`config.mk`:
```
export PLATFORM = sky130hd
export DESIGN_NAME = bsearch_ctrl_flat
export DESIGN_NICKNAME = d
export VERILOG_FILES = /design/src/rtl/bsearch_ctrl_pkg.sv /design/src/rtl/bsearch_ctrl_if.sv /design/src/rtl/bsearch_ctrl.sv /design/src/flat_wrapper.sv
export SDC_FILE = /design/constraint.sdc
export NUM_CORES = 1
export LEC_CHECK = 0
export CAP_MARGIN = 20
export CORE_MARGIN = 2
export CORE_UTILIZATION = 35
export DETAILED_ROUTE_END_ITERATION = 8
export PLACE_DENSITY = 0.6
export SKIP_CTS_REPAIR_TIMING = 1
export SLEW_MARGIN = 10
export SYNTH_ARGS = -nofsm -noshare
export SYNTH_HDL_FRONTEND = slang
export SYNTH_SLANG_ARGS = --single-unit
```
`constraint.sdc`:
```
create_clock -name Clk -period 3.3 [get_ports Clk]
set_clock_uncertainty 0.2 [all_clocks]
set_input_delay 0.495 -clock Clk [delete_from_list [all_inputs] [get_ports Clk]]
set_output_delay 0.495 -clock Clk [all_outputs]
set_load 0.02 [all_outputs]
```
`src/rtl/bsearch_ctrl_pkg.sv`:
```
// bsearch_ctrl shared definitions.
// State encoding and default table geometry.
package bsearch_pkg;

  localparam int DATAWIDTH_D = 8;
  localparam int ADDRWIDTH_D = 4;

  typedef enum logic [2:0] {
    IDLE = 3'd0,
    ADDR = 3'd1,
    WAIT = 3'd2,
    CMP  = 3'd3,
    DONE = 3'd4
  } state_t;

endpackage

```
`src/rtl/bsearch_ctrl_if.sv`:
```
// RAM read port and comparator operand/flag bundle.
// master = search controller, slave = RAM + COMP side.
interface bsearch_ctrl_if
  import bsearch_pkg::*;
#(
  parameter int DW = DATAWIDTH_D,
  parameter int AW = ADDRWIDTH_D
);

  logic          mem_en;
  logic [AW-1:0] mem_addr;
  logic [DW-1:0] mem_data;
  logic [DW-1:0] cmp_a;
  logic [DW-1:0] cmp_b;
  logic          gt;
  logic          lt;
  logic          eq;

  modport master (
    output mem_en, mem_addr,
    output cmp_a, cmp_b,
    input  mem_data,
    input  gt, lt, eq
  );

  modport slave (
    input  mem_en, mem_addr,
    input  cmp_a, cmp_b,
    output mem_data,
    output gt, lt, eq
  );

endinterface

```
`src/rtl/bsearch_ctrl.sv`:
```
// Binary search over a sorted synchronous-read RAM,
// steered by an external magnitude comparator.
module bsearch_ctrl
  import bsearch_pkg::*;
#(
  parameter int DATAWIDTH = DATAWIDTH_D,
  parameter int ADDRWIDTH = ADDRWIDTH_D
) (
  input  logic                 Clk,
  input  logic                 Rst,
  input  logic                 start,
  input  logic [DATAWIDTH-1:0] key,
  bsearch_ctrl_if.master       bus,
  output logic                 busy,
  output logic                 done,
  output logic                 found,
  output logic [ADDRWIDTH:0]   index
);

  localparam int PW = ADDRWIDTH + 1;
  localparam logic [PW-1:0] TOP =
    PW'(1) << ADDRWIDTH;

  state_t               state;
  logic [DATAWIDTH-1:0] key_q;
  logic [DATAWIDTH-1:0] data_q;
  logic [PW-1:0]        lo;
  logic [PW-1:0]        hi;
  logic [PW-1:0]        mid;
  logic [PW-1:0]        mid_p1;

  // Extra carry bit keeps lo==hi==TOP from folding to 0.
  function automatic logic [PW-1:0] mid_of(
    input logic [PW-1:0] l,
    input logic [PW-1:0] h
  );
    logic [PW:0] s;
    s = {1'b0, l} + {1'b0, h};
    return s[PW:1];
  endfunction

  assign mid    = mid_of(lo, hi);
  assign mid_p1 = mid + PW'(1);

  assign bus.cmp_a = key_q;
  assign bus.cmp_b = data_q;

  always_ff @(posedge Clk) begin
    if (!Rst) begin
      state        <= IDLE;
      key_q        <= '0;
      data_q       <= '0;
      lo           <= '0;
      hi           <= '0;
      bus.mem_en   <= 1'b0;
      bus.mem_addr <= '0;
      busy         <= 1'b0;
      done         <= 1'b0;
      found        <= 1'b0;
      index        <= '0;
    end else begin
      bus.mem_en <= 1'b0;
      done       <= 1'b0;
      unique case (state)
        IDLE: begin
          if (start) begin
            key_q        <= key;
            lo           <= '0;
            hi           <= TOP;
            found        <= 1'b0;
            index        <= '0;
            busy         <= 1'b1;
            bus.mem_en   <= 1'b1;
            bus.mem_addr <=
              ADDRWIDTH'(mid_of('0, TOP));
            state        <= ADDR;
          end
        end
        ADDR: state <= WAIT;
        WAIT: begin
          data_q <= bus.mem_data;
          state  <= CMP;
        end
        CMP: begin
          case ({bus.gt, bus.lt, bus.eq})
            3'b001: begin
              found <= 1'b1;
              index <= mid;
              done  <= 1'b1;
              state <= DONE;
            end
            3'b100: begin
              lo           <= mid_p1;
              bus.mem_addr <=
                ADDRWIDTH'(mid_of(mid_p1, hi));
              if (mid_p1 == hi) begin
                index <= mid_p1;
                done  <= 1'b1;
                state <= DONE;
              end else begin
                bus.mem_en <= 1'b1;
                state      <= ADDR;
              end
            end
            3'b010: begin
              hi           <= mid;
              bus.mem_addr <=
                ADDRWIDTH'(mid_of(lo, mid));
              if (lo == mid) begin
                index <= lo;
                done  <= 1'b1;
                state <= DONE;
              end else begin
                bus.mem_en <= 1'b1;
                state      <= ADDR;
              end
            end
            default: begin
              index <= lo;
              done  <= 1'b1;
              state <= DONE;
            end
          endcase
        end
        DONE: begin
          busy  <= 1'b0;
          state <= IDLE;
        end
        default: state <= IDLE;
      endcase
    end
  end

endmodule

```
`src/flat_wrapper.sv`:
```
// flat-port wrapper written by rule: the top's interface ports become plain ports
module bsearch_ctrl_flat import bsearch_pkg::*;
#(
  parameter int DATAWIDTH = DATAWIDTH_D,
  parameter int ADDRWIDTH = ADDRWIDTH_D
)
  (Clk, Rst, start, key, busy, done, found, index, bus_mem_en, bus_mem_addr, bus_cmp_a, bus_cmp_b, bus_mem_data, bus_gt, bus_lt, bus_eq);
  bsearch_ctrl_if #(.DW((8)), .AW((4))) bus_i ();
  input  logic Clk;
  input  logic Rst;
  input  logic start;
  input  logic [DATAWIDTH-1:0] key;
  output logic busy;
  output logic done;
  output logic found;
  output logic [ADDRWIDTH:0] index;
  output wire logic [$bits(bus_i.mem_en)-1:0] bus_mem_en;
  output wire logic [$bits(bus_i.mem_addr)-1:0] bus_mem_addr;
  output wire logic [$bits(bus_i.cmp_a)-1:0] bus_cmp_a;
  output wire logic [$bits(bus_i.cmp_b)-1:0] bus_cmp_b;
  input wire logic [$bits(bus_i.mem_data)-1:0] bus_mem_data;
  input wire logic [$bits(bus_i.gt)-1:0] bus_gt;
  input wire logic [$bits(bus_i.lt)-1:0] bus_lt;
  input wire logic [$bits(bus_i.eq)-1:0] bus_eq;
  assign bus_mem_en = bus_i.mem_en;
  assign bus_mem_addr = bus_i.mem_addr;
  assign bus_cmp_a = bus_i.cmp_a;
  assign bus_cmp_b = bus_i.cmp_b;
  assign bus_i.mem_data = bus_mem_data;
  assign bus_i.gt = bus_gt;
  assign bus_i.lt = bus_lt;
  assign bus_i.eq = bus_eq;
  bsearch_ctrl #(.DATAWIDTH(DATAWIDTH), .ADDRWIDTH(ADDRWIDTH)) u_core (.Clk(Clk), .Rst(Rst), .start(start), .key(key), .bus(bus_i), .busy(busy), .done(done), .found(found), .index(index));
endmodule
```
==> results of run 1 <==
[flip-flops by register name (all words and copies together), names as in the netlist]
name,flops
u_core.lo,5
u_core.busy,1
u_core.bus.cmp_b,8
u_core.bus.mem_en,1
u_core.bus.cmp_a,8
u_core.found,1
u_core.hi,5
u_core.bus.mem_addr,4
u_core.state,3
u_core.done,1
u_core.index,5
[worst register-to-register path: cells and delay by family, from the launching register on]
family	cells	cell delay [ns]
simple gates	3	0.96
fa+ha+maj	2	0.65
buf+inv	3	0.39
flops	1	0.35
xor+xnor	2	0.32
compound gates	3	0.27
[layer usage]
layer,track usage (%),vias up,part of all wire [%]
li1,-,1181,-
met1,22.7,1081,46
met2,28.5,31,50
met3,3.49,7,2.3
met4,4.90,0,1.3
met5,0,-,0
[power breakdown]
part / total (mW) / internal [mW] / switching [mW]
sequential: 0.547 / 0.530 / 0.0171
combinational: 0.258 / 0.127 / 0.130
clock: 0.334 / 0.150 / 0.185
total: 1.14 / 0.807 / 0.332
[per-stage QoR]
step	hold WS [ns]	instance area [sq um]	instances	worst slack, ns
3_5_place_dp	0.254	3340	457	-0.0193
3_3_place_gp	0.250	3340	457	0.0759
6_report	0.256	3600	468	0.0978
5_1_grt	0.282	3600	468	-0.0488
2_1_floorplan	0.324	2500	286	0.00926
4_1_cts	0.265	3430	465	-0.0506
[final cells by class]
| type | count | area share, % |
|---|---|---|
| flip-flops and latches | 42 | 23.5 |
| clock inverters | 2 | 0.382 |
| inverters | 5 | 0.521 |
| well taps | 96 | 3.34 |
| multi-input cells | 225 | 47.6 |
| clock buffers | 6 | 2.02 |
| repair buffers | 92 | 22.7 |
[how the worst max path moves through the flow]
stage                 start               to  slack (ns)  depth (start not counted)
2_1_floorplan  u_core.hi[1]  u_core.index[3]       0.009                         11
3_3_place_gp   u_core.hi[1]  u_core.index[3]        0.08                         11
3_5_place_dp   u_core.hi[1]  u_core.index[1]       -0.02                         13
4_1_cts        u_core.hi[1]  u_core.index[1]       -0.05                         13
5_1_grt        u_core.hi[1]  u_core.index[2]       -0.05                         13
6_report       u_core.hi[1]  u_core.index[3]         0.1                         13
[cell families after synthesis]
| kind of cell | Yosys count |
|---|---|
| and+or+nand+nor | 111 |
| AOI/OAI and AO/OA | 73 |
| DFF | 42 |
| buffers and inverters | 19 |
| adders and majority gates | 16 |
| xor gates and xnor gates | 13 |
| muxes | 12 |
[layout by cell type, fill, tap and decap left out, types with 8 or more instances in the layout]
master / instances
a21boi_0: 8
a21oi_1: 18
a22oi_1: 12
buf_4: 42
clkdlybuf4s50_1: 50
dfxtp_1: 39
ha_1: 8
mux2i_1: 9
nand2_1: 40
nor2_1: 19
nor2b_1: 21
o21ai_0: 8
==> impl_metrics.csv, run 1 <==
group,metric,value,unit
outcome,outcome,"completed",
run,maxCapViolations,0,
min_path,hold_path.class,"reg -> reg",
worst_setup_path,cp.arrival,3.23,ns
pwr,ir_drop,0.162,mV
floorplanning,die_x,87.8,um
worst_setup_path,reg2reg_slack,0.1,ns
worst_setup_path,critPathMaxFanout,6,
finish,regArea,847,sq um
global_route,grt_max_degree,40,
synthesis,synthesis.area,2460,sq um
drt,first_pass_iters,4,
synthesis,syn_avg_cell_area,8.59,sq um
synthesis,synthesis.nets,324,
synthesis,synth_compound_area_share,20.3,%
pwr,powerDensity,316,nW/um^2
synthesis,yosys_warnings,0,
clock_tree,clkTransAtPathRegs,0.09,ns
worst_setup_path,crit_type,"reg -> reg",
synthesis,synthSimpleGateAreaFrac,22.9,%
min_path,min_from,"u_core.index[3]",
synthesis,synth_fa_ha_area_share,9.07,%
synthesis,synth_common_cells,"dfxtp_1 (42), nand2_1 (41), nor2b_1 (21), a21oi_1 (19), nor2_1 (19)",
global_route,grt_util_all_layers,17.2,%
timing,rsz0062_at_grt,"true",
floorplanning,io_pins,51,
timing,hold_violations,0,
drt,wl_per_cell,13.7,um
synthesis,synth_mux_area_share,4.99,%
drt,vias_per_cell,4.91,
floorplanning,core,6790,sq um
synthesis,synthArstFlopShare,0,%
placement,hpwlAfterDp,4930,um
clock_tree,ctsRootBufferMaster,"clkbuf_8",
worst_setup_path,cp_slowest_stage_delay,0.54,ns
timing,layout_min_cycle_time,3.20,ns
worst_setup_path,r2r_cells,13,
placement,portBuffers,50,
clock_tree,htreeDepth,2,
clock_tree,worstSkewPairLatency,0.30,ns
finish,drive_above_1_share,21.8,%
synthesis,yosysUniqueCellTypes,50,
finish,nets,409,
timing,max_freq,312,MHz
drt,drt_iter0_markers,89,
worst_setup_path,slowest_stage,"or4b_1",
finish,fill_cells,645,
pwr,finalPower,1.14,mW
drt,vias,2300,
timing,setup_viol,0,
min_path,min_path_cells,2,
worst_setup_path,required,3.33,ns
min_path,hold_path_end,"u_core.index[3]",
worst_setup_path,critPathTopFamily,"simple AND/OR/NAND/NOR gates",
clock_tree,cts.sinks,42,
worst_setup_path,start_kind,"flip-flop",
synthesis,synthXorXnorAreaFrac,4.94,%
synthesis,synth_top_area_cell,"dfxtp_1",
synthesis,ys.flop_type,"dfxtp_1",
clock_tree,cts_tree,"yes",
drt,ant_nets,0,
timing,worst_slew_pin_slew,0.696,ns
worst_setup_path,crit_path_cell_trace,"inv_2 -> fa_2 -> nand2b_4 -> o2bb2ai_2 -> xnor2_2 -> buf_4 -> xnor2_4 -> ha_4 -> nor4_4 -> buf_4 -> a21boi_4 -> or4b_1 -> o21ai_1",
synthesis,netlist_top_cells_area,"dfxtp_1 (34%), ha_1 (6.6%), nand2_1 (6.3%), nor2b_1 (5.3%), mux2i_1 (4.1%)",
global_route,grt_pass1_vias,2191,
global_route,grt_pass1_wl,10400,um
synthesis,yosysSeqAreaShare,34.2,%
synthesis,synth_edf_count,0,
finish,multiInputGateArea,1710,sq um
synthesis,synth_top_area_share,34.2,%
worst_setup_path,cp_num_buf_inv,3,
clock_tree,clk_path_buf_depth,2,
clock_tree,numCtsBuffers,5,
finish,final_util,53.0,%
global_route,overflow,0,
timing,slew-limit-headroom,53.2,%
synthesis,synth_cells,286,
drt,wirelength,6400,um
finish,diodes,0,
worst_setup_path,crit_top_cell,"buf_4",
worst_setup_path,end_kind,"flip-flop",
synthesis,synth_top_family_by_area,"simple AND/OR/NAND/NOR gates",
floorplanning,fp-row-count,30,
placement,gp_congestion,0.845,
synthesis,yosysMostFrequentCell,"dfxtp_1",
timing,finalCritPeriodShare,97.0,%
floorplanning,start_util,36.2,%
drt,drc,0,
timing,fin_setup_tns,0,ns
timing,slew_viol_final,0,
pwr,p_leak,1.43,nW
worst_setup_path,r2r_start,"u_core.hi[1]",
synthesis,ys_ff_latch,42,
floorplanning,die_area,7700,sq um
worst_setup_path,worstReg2RegEnd,"u_core.index[3]",
finish,areaGrowthSynthToFinish,46.6,%
global_route,antenna_found_initial,0,
floorplanning,fp.dieH,87.8,um
No activity file was read; power rests on OpenSTA's default activity.
==> inputs of run 2 (changes only) <==
GPL_ROUTABILITY_DRIVEN = 0   (was unset)
==> results of run 2 <==
Final layout, timing and power as in run 1 (identical DEF).
